===== src/rtl/branch_predictor_pkg.sv =====
// Shared types and helpers for the IF-stage branch predictor.
// Counter encodings, field widths and the saturating counter step.
package branch_predictor_pkg;

    localparam int unsigned PC_W  = 32;
    localparam int unsigned CTR_W = 2;

    typedef enum logic [CTR_W-1:0] {
        SNT = 2'b00,
        WNT = 2'b01,
        WT  = 2'b10,
        ST  = 2'b11
    } ctr_e;

    function automatic logic [CTR_W-1:0] ctr_step(
        input logic [CTR_W-1:0] c,
        input logic             taken
    );
        logic [CTR_W-1:0] r;
        r = c;
        if (taken) begin
            if (c != ST) r = c + 2'd1;
        end else begin
            if (c != SNT) r = c - 2'd1;
        end
        return r;
    endfunction

endpackage


===== src/rtl/branch_predictor_btb_array.sv =====
// Direct-mapped BTB storage: two combinational read ports
// (fetch lookup, EX tag check) and one synchronous write port.
module btb_array
    import branch_predictor_pkg::*;
#(
    parameter int unsigned INDEX_BITS = 4,
    parameter int unsigned TAG_W      = 30 - INDEX_BITS
) (
    input  logic                  clk,
    input  logic                  rst_n,
    input  logic [INDEX_BITS-1:0] ra_idx_i,
    output logic                  ra_valid_o,
    output logic [TAG_W-1:0]      ra_tag_o,
    output logic [PC_W-1:0]       ra_target_o,
    output logic [CTR_W-1:0]      ra_ctr_o,
    output logic                  ra_jump_o,
    input  logic [INDEX_BITS-1:0] rb_idx_i,
    output logic                  rb_valid_o,
    output logic [TAG_W-1:0]      rb_tag_o,
    output logic [PC_W-1:0]       rb_target_o,
    output logic [CTR_W-1:0]      rb_ctr_o,
    output logic                  rb_jump_o,
    input  logic                  we_i,
    input  logic [INDEX_BITS-1:0] wr_idx_i,
    input  logic                  wr_valid_i,
    input  logic [TAG_W-1:0]      wr_tag_i,
    input  logic [PC_W-1:0]       wr_target_i,
    input  logic [CTR_W-1:0]      wr_ctr_i,
    input  logic                  wr_jump_i
);

    localparam int unsigned N = 1 << INDEX_BITS;

    logic [N-1:0]     valid_q;
    logic [N-1:0]     jump_q;
    logic [TAG_W-1:0] tag_q    [N];
    logic [PC_W-1:0]  target_q [N];
    logic [CTR_W-1:0] ctr_q    [N];

    always_ff @(posedge clk or negedge rst_n) begin
        if (!rst_n) begin
            valid_q <= '0;
            jump_q  <= '0;
            for (int i = 0; i < int'(N); i++) begin
                tag_q[i]    <= '0;
                target_q[i] <= '0;
                ctr_q[i]    <= WNT;
            end
        end else if (we_i) begin
            valid_q[wr_idx_i]  <= wr_valid_i;
            jump_q[wr_idx_i]   <= wr_jump_i;
            tag_q[wr_idx_i]    <= wr_tag_i;
            target_q[wr_idx_i] <= wr_target_i;
            ctr_q[wr_idx_i]    <= wr_ctr_i;
        end
    end

    assign ra_valid_o  = valid_q[ra_idx_i];
    assign ra_tag_o    = tag_q[ra_idx_i];
    assign ra_target_o = target_q[ra_idx_i];
    assign ra_ctr_o    = ctr_q[ra_idx_i];
    assign ra_jump_o   = jump_q[ra_idx_i];

    assign rb_valid_o  = valid_q[rb_idx_i];
    assign rb_tag_o    = tag_q[rb_idx_i];
    assign rb_target_o = target_q[rb_idx_i];
    assign rb_ctr_o    = ctr_q[rb_idx_i];
    assign rb_jump_o   = jump_q[rb_idx_i];

endmodule


===== src/rtl/branch_predictor.sv =====
// IF-stage dynamic branch predictor: BTB lookup, EX-side mispredict
// detection and redirect, table training and statistics counters.
module branch_predictor
    import branch_predictor_pkg::*;
#(
    parameter int unsigned INDEX_BITS = 4
) (
    input  logic        clk,
    input  logic        rst_n,
    input  logic [31:0] if_pc_i,
    output logic        pred_taken_o,
    output logic [31:0] pred_target_o,
    input  logic        ex_valid_i,
    input  logic [31:0] ex_pc_i,
    input  logic        ex_is_branch_i,
    input  logic        ex_is_jump_i,
    input  logic        ex_taken_i,
    input  logic [31:0] ex_target_i,
    input  logic        ex_pred_taken_i,
    input  logic [31:0] ex_pred_target_i,
    output logic        mispredict_o,
    output logic [31:0] redirect_pc_o,
    output logic [31:0] branch_cnt_o,
    output logic [31:0] mispred_cnt_o
);

    localparam int unsigned TAG_W = 30 - INDEX_BITS;

    logic [INDEX_BITS-1:0] if_idx, ex_idx;
    logic [TAG_W-1:0]      if_tag, ex_tag;

    logic             a_valid, a_jump;
    logic [TAG_W-1:0] a_tag;
    logic [PC_W-1:0]  a_target;
    logic [CTR_W-1:0] a_ctr;

    logic             b_valid, b_jump;
    logic [TAG_W-1:0] b_tag;
    logic [PC_W-1:0]  b_target;
    logic [CTR_W-1:0] b_ctr;

    logic             we;
    logic             wr_valid, wr_jump;
    logic [TAG_W-1:0] wr_tag;
    logic [PC_W-1:0]  wr_target;
    logic [CTR_W-1:0] wr_ctr;

    logic        if_hit, ex_hit, cf;
    logic [31:0] branch_cnt_q, branch_cnt_d;
    logic [31:0] mispred_cnt_q, mispred_cnt_d;
    logic        unused_pc_lsb;

    assign if_idx = if_pc_i[INDEX_BITS+1:2];
    assign if_tag = if_pc_i[31:INDEX_BITS+2];
    assign ex_idx = ex_pc_i[INDEX_BITS+1:2];
    assign ex_tag = ex_pc_i[31:INDEX_BITS+2];
    assign unused_pc_lsb = ^{if_pc_i[1:0], ex_pc_i[1:0]};

    btb_array #(
        .INDEX_BITS (INDEX_BITS),
        .TAG_W      (TAG_W)
    ) u_btb (
        .clk         (clk),
        .rst_n       (rst_n),
        .ra_idx_i    (if_idx),
        .ra_valid_o  (a_valid),
        .ra_tag_o    (a_tag),
        .ra_target_o (a_target),
        .ra_ctr_o    (a_ctr),
        .ra_jump_o   (a_jump),
        .rb_idx_i    (ex_idx),
        .rb_valid_o  (b_valid),
        .rb_tag_o    (b_tag),
        .rb_target_o (b_target),
        .rb_ctr_o    (b_ctr),
        .rb_jump_o   (b_jump),
        .we_i        (we),
        .wr_idx_i    (ex_idx),
        .wr_valid_i  (wr_valid),
        .wr_tag_i    (wr_tag),
        .wr_target_i (wr_target),
        .wr_ctr_i    (wr_ctr),
        .wr_jump_i   (wr_jump)
    );

    assign if_hit        = a_valid && (a_tag == if_tag);
    assign pred_taken_o  = if_hit && (a_jump || a_ctr[1]);
    assign pred_target_o = pred_taken_o ? a_target : if_pc_i + 32'd4;

    assign cf     = ex_is_branch_i || ex_is_jump_i;
    assign ex_hit = b_valid && (b_tag == ex_tag);

    assign mispredict_o = ex_valid_i &&
        ((ex_taken_i != ex_pred_taken_i) ||
         (ex_taken_i && (ex_target_i != ex_pred_target_i)));
    assign redirect_pc_o = ex_taken_i ? ex_target_i : ex_pc_i + 32'd4;

    // Read-modify-write of the EX entry; fields not touched keep old values
    always_comb begin
        we        = 1'b0;
        wr_valid  = b_valid;
        wr_tag    = b_tag;
        wr_target = b_target;
        wr_ctr    = b_ctr;
        wr_jump   = b_jump;
        if (ex_valid_i) begin
            if (cf && ex_hit) begin
                we      = 1'b1;
                wr_ctr  = ctr_step(b_ctr, ex_taken_i);
                wr_jump = ex_is_jump_i;
                if (ex_taken_i) wr_target = ex_target_i;
            end else if (cf && ex_taken_i) begin
                we        = 1'b1;
                wr_valid  = 1'b1;
                wr_tag    = ex_tag;
                wr_target = ex_target_i;
                wr_ctr    = WT;
                wr_jump   = ex_is_jump_i;
            end else if (!cf && ex_hit) begin
                we       = 1'b1;
                wr_valid = 1'b0;
            end
        end
    end

    always_comb begin
        branch_cnt_d  = branch_cnt_q;
        mispred_cnt_d = mispred_cnt_q;
        if (ex_valid_i && cf && (branch_cnt_q != '1))
            branch_cnt_d = branch_cnt_q + 32'd1;
        if (mispredict_o && (mispred_cnt_q != '1))
            mispred_cnt_d = mispred_cnt_q + 32'd1;
    end

    always_ff @(posedge clk or negedge rst_n) begin
        if (!rst_n) begin
            branch_cnt_q  <= '0;
            mispred_cnt_q <= '0;
        end else begin
            branch_cnt_q  <= branch_cnt_d;
            mispred_cnt_q <= mispred_cnt_d;
        end
    end

    assign branch_cnt_o  = branch_cnt_q;
    assign mispred_cnt_o = mispred_cnt_q;

endmodule


===== config.mk =====
export PLATFORM = sky130hd
export DESIGN_NAME = branch_predictor
export DESIGN_NICKNAME = d
export VERILOG_FILES = /design/src/rtl/branch_predictor_pkg.sv /design/src/rtl/branch_predictor_btb_array.sv /design/src/rtl/branch_predictor.sv
export SDC_FILE = /design/constraint.sdc
export NUM_CORES = 2
export LEC_CHECK = 0
export CORE_MARGIN = 3
export CORE_UTILIZATION = 50
export DETAILED_ROUTE_END_ITERATION = 6
export GPL_TIMING_DRIVEN = 0
export PLACE_DENSITY_LB_ADDON = 0.1
export SLEW_MARGIN = 20
export SYNTH_ARGS = -nofsm -noshare
export SYNTH_HDL_FRONTEND = slang
export SYNTH_SLANG_ARGS = --single-unit

===== constraint.sdc =====
create_clock -name clk -period 5.3 [get_ports clk]
set_input_delay 1.06 -clock clk [delete_from_list [all_inputs] [get_ports clk]]
set_output_delay 1.06 -clock clk [all_outputs]
set_load 0.03 [all_outputs]

==> impl_metrics.toml <==
[outcome]
status = "complete, but fails checks"
violations = "DRC, capacitance limit, slew limit, setup timing"

[hold_path]
hp-class = "in -> async"

[timing]
worst_pin_slew_ns = 1.57
finalClockSkew_ns = 0.0542
finalMaxSlewViolations = 11
period_share_pct = 107
fmax_mhz = 177
setup_violations = 490
grt_setup_unrepaired = "yes"
slew_headroom_pct = -4.66
layout_min_cycle_time_ns = 5.65
finalHoldViolCount = 0
post-route-worst-setup-slack_ns = -0.346

[yosys]
synthCells = 4607
synth_xor_area_share_pct = 3.23
avgSynthCellArea_sq_um = 12.4
synth_ff_type = "dfrtp_1"
synth_fp_nets = 4749
netlist_area_sq_um = 57300
synth.most_common_cell = "dfrtp_1"
synth-edff-count = 0
synth_top_family_by_area = "multiplexers"
synthAdderAreaFrac_pct = 0.170
yosys.area_share.simple_pct = 7.37
synth-seq-cells = 1056
yosys.area.top_type = "dfrtp_1"
synth_area_leaders = "dfrtp_1 (45%), mux4_2 (22%), mux2_2 (7.5%), a21oi_1 (5.3%), nor2_1 (4.2%)"
ys_seq_area_share_pct = 46.2
muxShareOfSynthArea_pct = 31.6
yosys_warnings = 0
synth_compound_area_share_pct = 7.92
async_flop_share_pct = 100
yosysUniqueCellTypes = 66
synth_top_cell_area_share_pct = 45.4
synth_common_cells = "dfrtp_1 (1040), nor2_1 (646), a21oi_1 (603), mux4_2 (552), mux2_2 (380)"

[power]
ir_drop_mv = 0.299
p_int_mw = 17.6
comb_power_share_pct = 25.2
p_seq_share_pct = 41.5
p_clk_share_pct = 33.3
powerDensity_nw_per_um2 = 378
p_sw_share_pct = 31.9
leakage_nw = 29.2
net-switching-power_mw = 8.27
p_total_mw = 25.9

[floorplanning]
core-area_sq_um = 113000
fp.dieArea_sq_um = 119000
die_y_microns = 345
initial_core_util_pct = 50.7
fp-row-count = 123
ioPinCount = 265
die_w_microns = 345

[drt]
vias_per_cell = 7.10
antenna_left = 0
drt_iter0_drc = 7459
drc = 17
wl_per_cell_microns = 38.7
totalWireLength_microns = 256000
first_pass_iters = 7
via_count = 47100

[finish]
fin_area_sq_um = 68600
syn_to_final_growth_pct = 19.8
finalNetCount = 5171
fill_cells = 9040
drive_above_1_share_pct = 33.2

[clock_tree]
clkSlewWorstSetupHoldPaths_ns = 0.06
cts_root_buffer = "clkbuf_16"
htreeDepth = 3
cts_max_path_buffers = 3
clock-sinks = 1056
cts_made_buffers = 113
insertion_delay_ns = 0.74
cts_tree = "yes"
hold_buffers = 0

[global_routing]
grt_pass1_wl_microns = 352000
antenna_found_initial = 23
grt_usage_pct = 43.1
grt_max_degree = 142
globalRoute.totalOverflow = 0
grt_pass1_vias = 45400

[place]
place_ws_ns = -3.66
placedInstanceArea_sq_um = 61900
numPortBuffers = 246
gp_congestion = 1.04
hpwl_microns = 180000

[worst_setup_path]
required_ns = 4.24
worstPathMaxFanout = 10
crit_path_end_kind = "primary output"
worst_setup_path_start_kind = "primary input"
worstPathArrival_ns = 4.59
crit_type = "in -> out"

[flow_run]
maxCapViolCount = 1
final timing paths:
kind,depth (start not counted),slack [ns],startpoint,endpoint
hold reg to reg,1,0.50,branch_cnt_o[6],branch_cnt_o[6]
max in group asynchronous,4,2.84,rst_n,u_btb.target_q[33]
setup / recovery,12,-0.35,if_pc_i[3],pred_target_o[3]
min in group clk,1,0.50,branch_cnt_o[6],branch_cnt_o[6]
hold / removal,1,0.22,rst_n,u_btb.target_q[115]
setup reg to reg,13,0.71,u_btb.tag_q[105],u_btb.tag_q[403]
metrics by stage:
| step | utilization [%] | std cells | setup TNS [ns] | hold slack [ns] |
|---|---|---|---|---|
| floorplan | - | 4607 | 0 | 0.470 |
| global placement | 54.5 | 6353 | - | 0.479 |
| detailed placement | 54.7 | 6361 | -2030.17 | 0.487 |
| CTS | 60.0 | 6604 | -8.91 | 0.230 |
| global route | 60.7 | 6620 | -7.23 | 0.244 |
| finish | 60.7 | 6633 | -29.39 | 0.220 |
layer usage:
layer  share of wire (%)  track usage (%)  vias to the layer above  wire length, microns
met5                0.14            0.368                        -                   360
met4                 6.2             22.4                       16                 15900
met3                  18             24.6                      824                 45400
met2                  40             57.6                     4048                103000
met1                  36             55.4                    24300                 91900
li1                    -                -                    17900                     -
critical path: stages:
cell       delay [ns]
buf_4            0.15
clkbuf_16        0.18
clkbuf_2         0.48
mux4_2           0.40
mux4_2           0.66
xor2_1           0.20
nor3_1           0.31
nand3_4          0.23
inv_8            0.14
clkbuf_16        0.19
mux2_4           0.38
buf_6            0.17
sequential cells by signal, indices dropped and copies added (netlist names):
register / count
branch_cnt_o: 32
mispred_cnt_o: 32
u_btb.ctr_q: 32
u_btb.jump_q: 16
u_btb.tag_q: 416
u_btb.target_q: 512
u_btb.valid_q: 16
cell type report:
type | count | area, sq um | area share (%)
multi-input combinational | 3093 | 29800 | 43.4
clock inverter | 44 | 649 | 0.946
clock buffer | 159 | 3330 | 4.86
timing repair buffer | 309 | 3300 | 4.80
sequential | 1056 | 26400 | 38.5
tap | 1500 | 1880 | 2.73
antenna | 16 | 40.0 | 0.0583
inverter | 27 | 109 | 0.159
buffer | 429 | 3120 | 4.54
repair_timing:
item                                    4_1_cts  5_1_grt
pin swaps                                    19       24
buffers inserted                             34       15
gates cloned                                  6        1
resized for setup                           829      158
endpoints found under the setup margin     1055      853
layout by cell type (no fill, tap or decap), types with 15 or more instances in the layout:
master	synthesis	routed
dfrtp_1	1040	1040
nor2_1	646	640
a21oi_1	603	603
mux4_2	552	552
mux2_2	380	377
clkdlybuf4s50_1	0	178
clkbuf_1	186	133
clkbuf_16	0	131
nand2_1	139	122
buf_4	17	119
xnor2_1	128	118
buf_2	176	96
mux2i_1	107	82
xor2_1	83	80
buf_6	5	64
o21ai_0	97	51
nand3_1	51	48
clkbuf_2	0	41
nand4_1	37	37
clkbuf_8	0	35
mux2_1	28	28
inv_1	25	25
clkbuf_4	0	24
and3_1	24	23
a22oi_1	23	22
buf_12	0	20
o21ai_2	0	20
mux2i_4	0	19
o21ai_1	2	18
a31oi_1	18	18
diode_2	0	16
and2_1	16	16
clkinv_2	0	16
dfstp_2	16	16
and4_1	17	15
cells by family (layout without fill, tap and decap cells):
logic type | after synthesis | count (layout)
flops | 1056 | 1056
compound gates | 822 | 822
mux | 1067 | 1067
other cells | 0 | 16
xor+xnor | 211 | 211
simple gates | 985 | 985
fa+ha+maj | 8 | 8
buf+inv | 458 | 968
power groups by stage:
stage	Sequential [mW]	Clock [mW]	Combinational, mW
after CTS	10.7	8.62	6.24
after floorplan	10.5	0	4.03
final	10.8	8.63	6.52
after global placement	10.8	0	5.92
after detailed placement	10.8	0	6.05
after global routing	10.9	8.90	6.87
(Power assumes the default switching activity.)
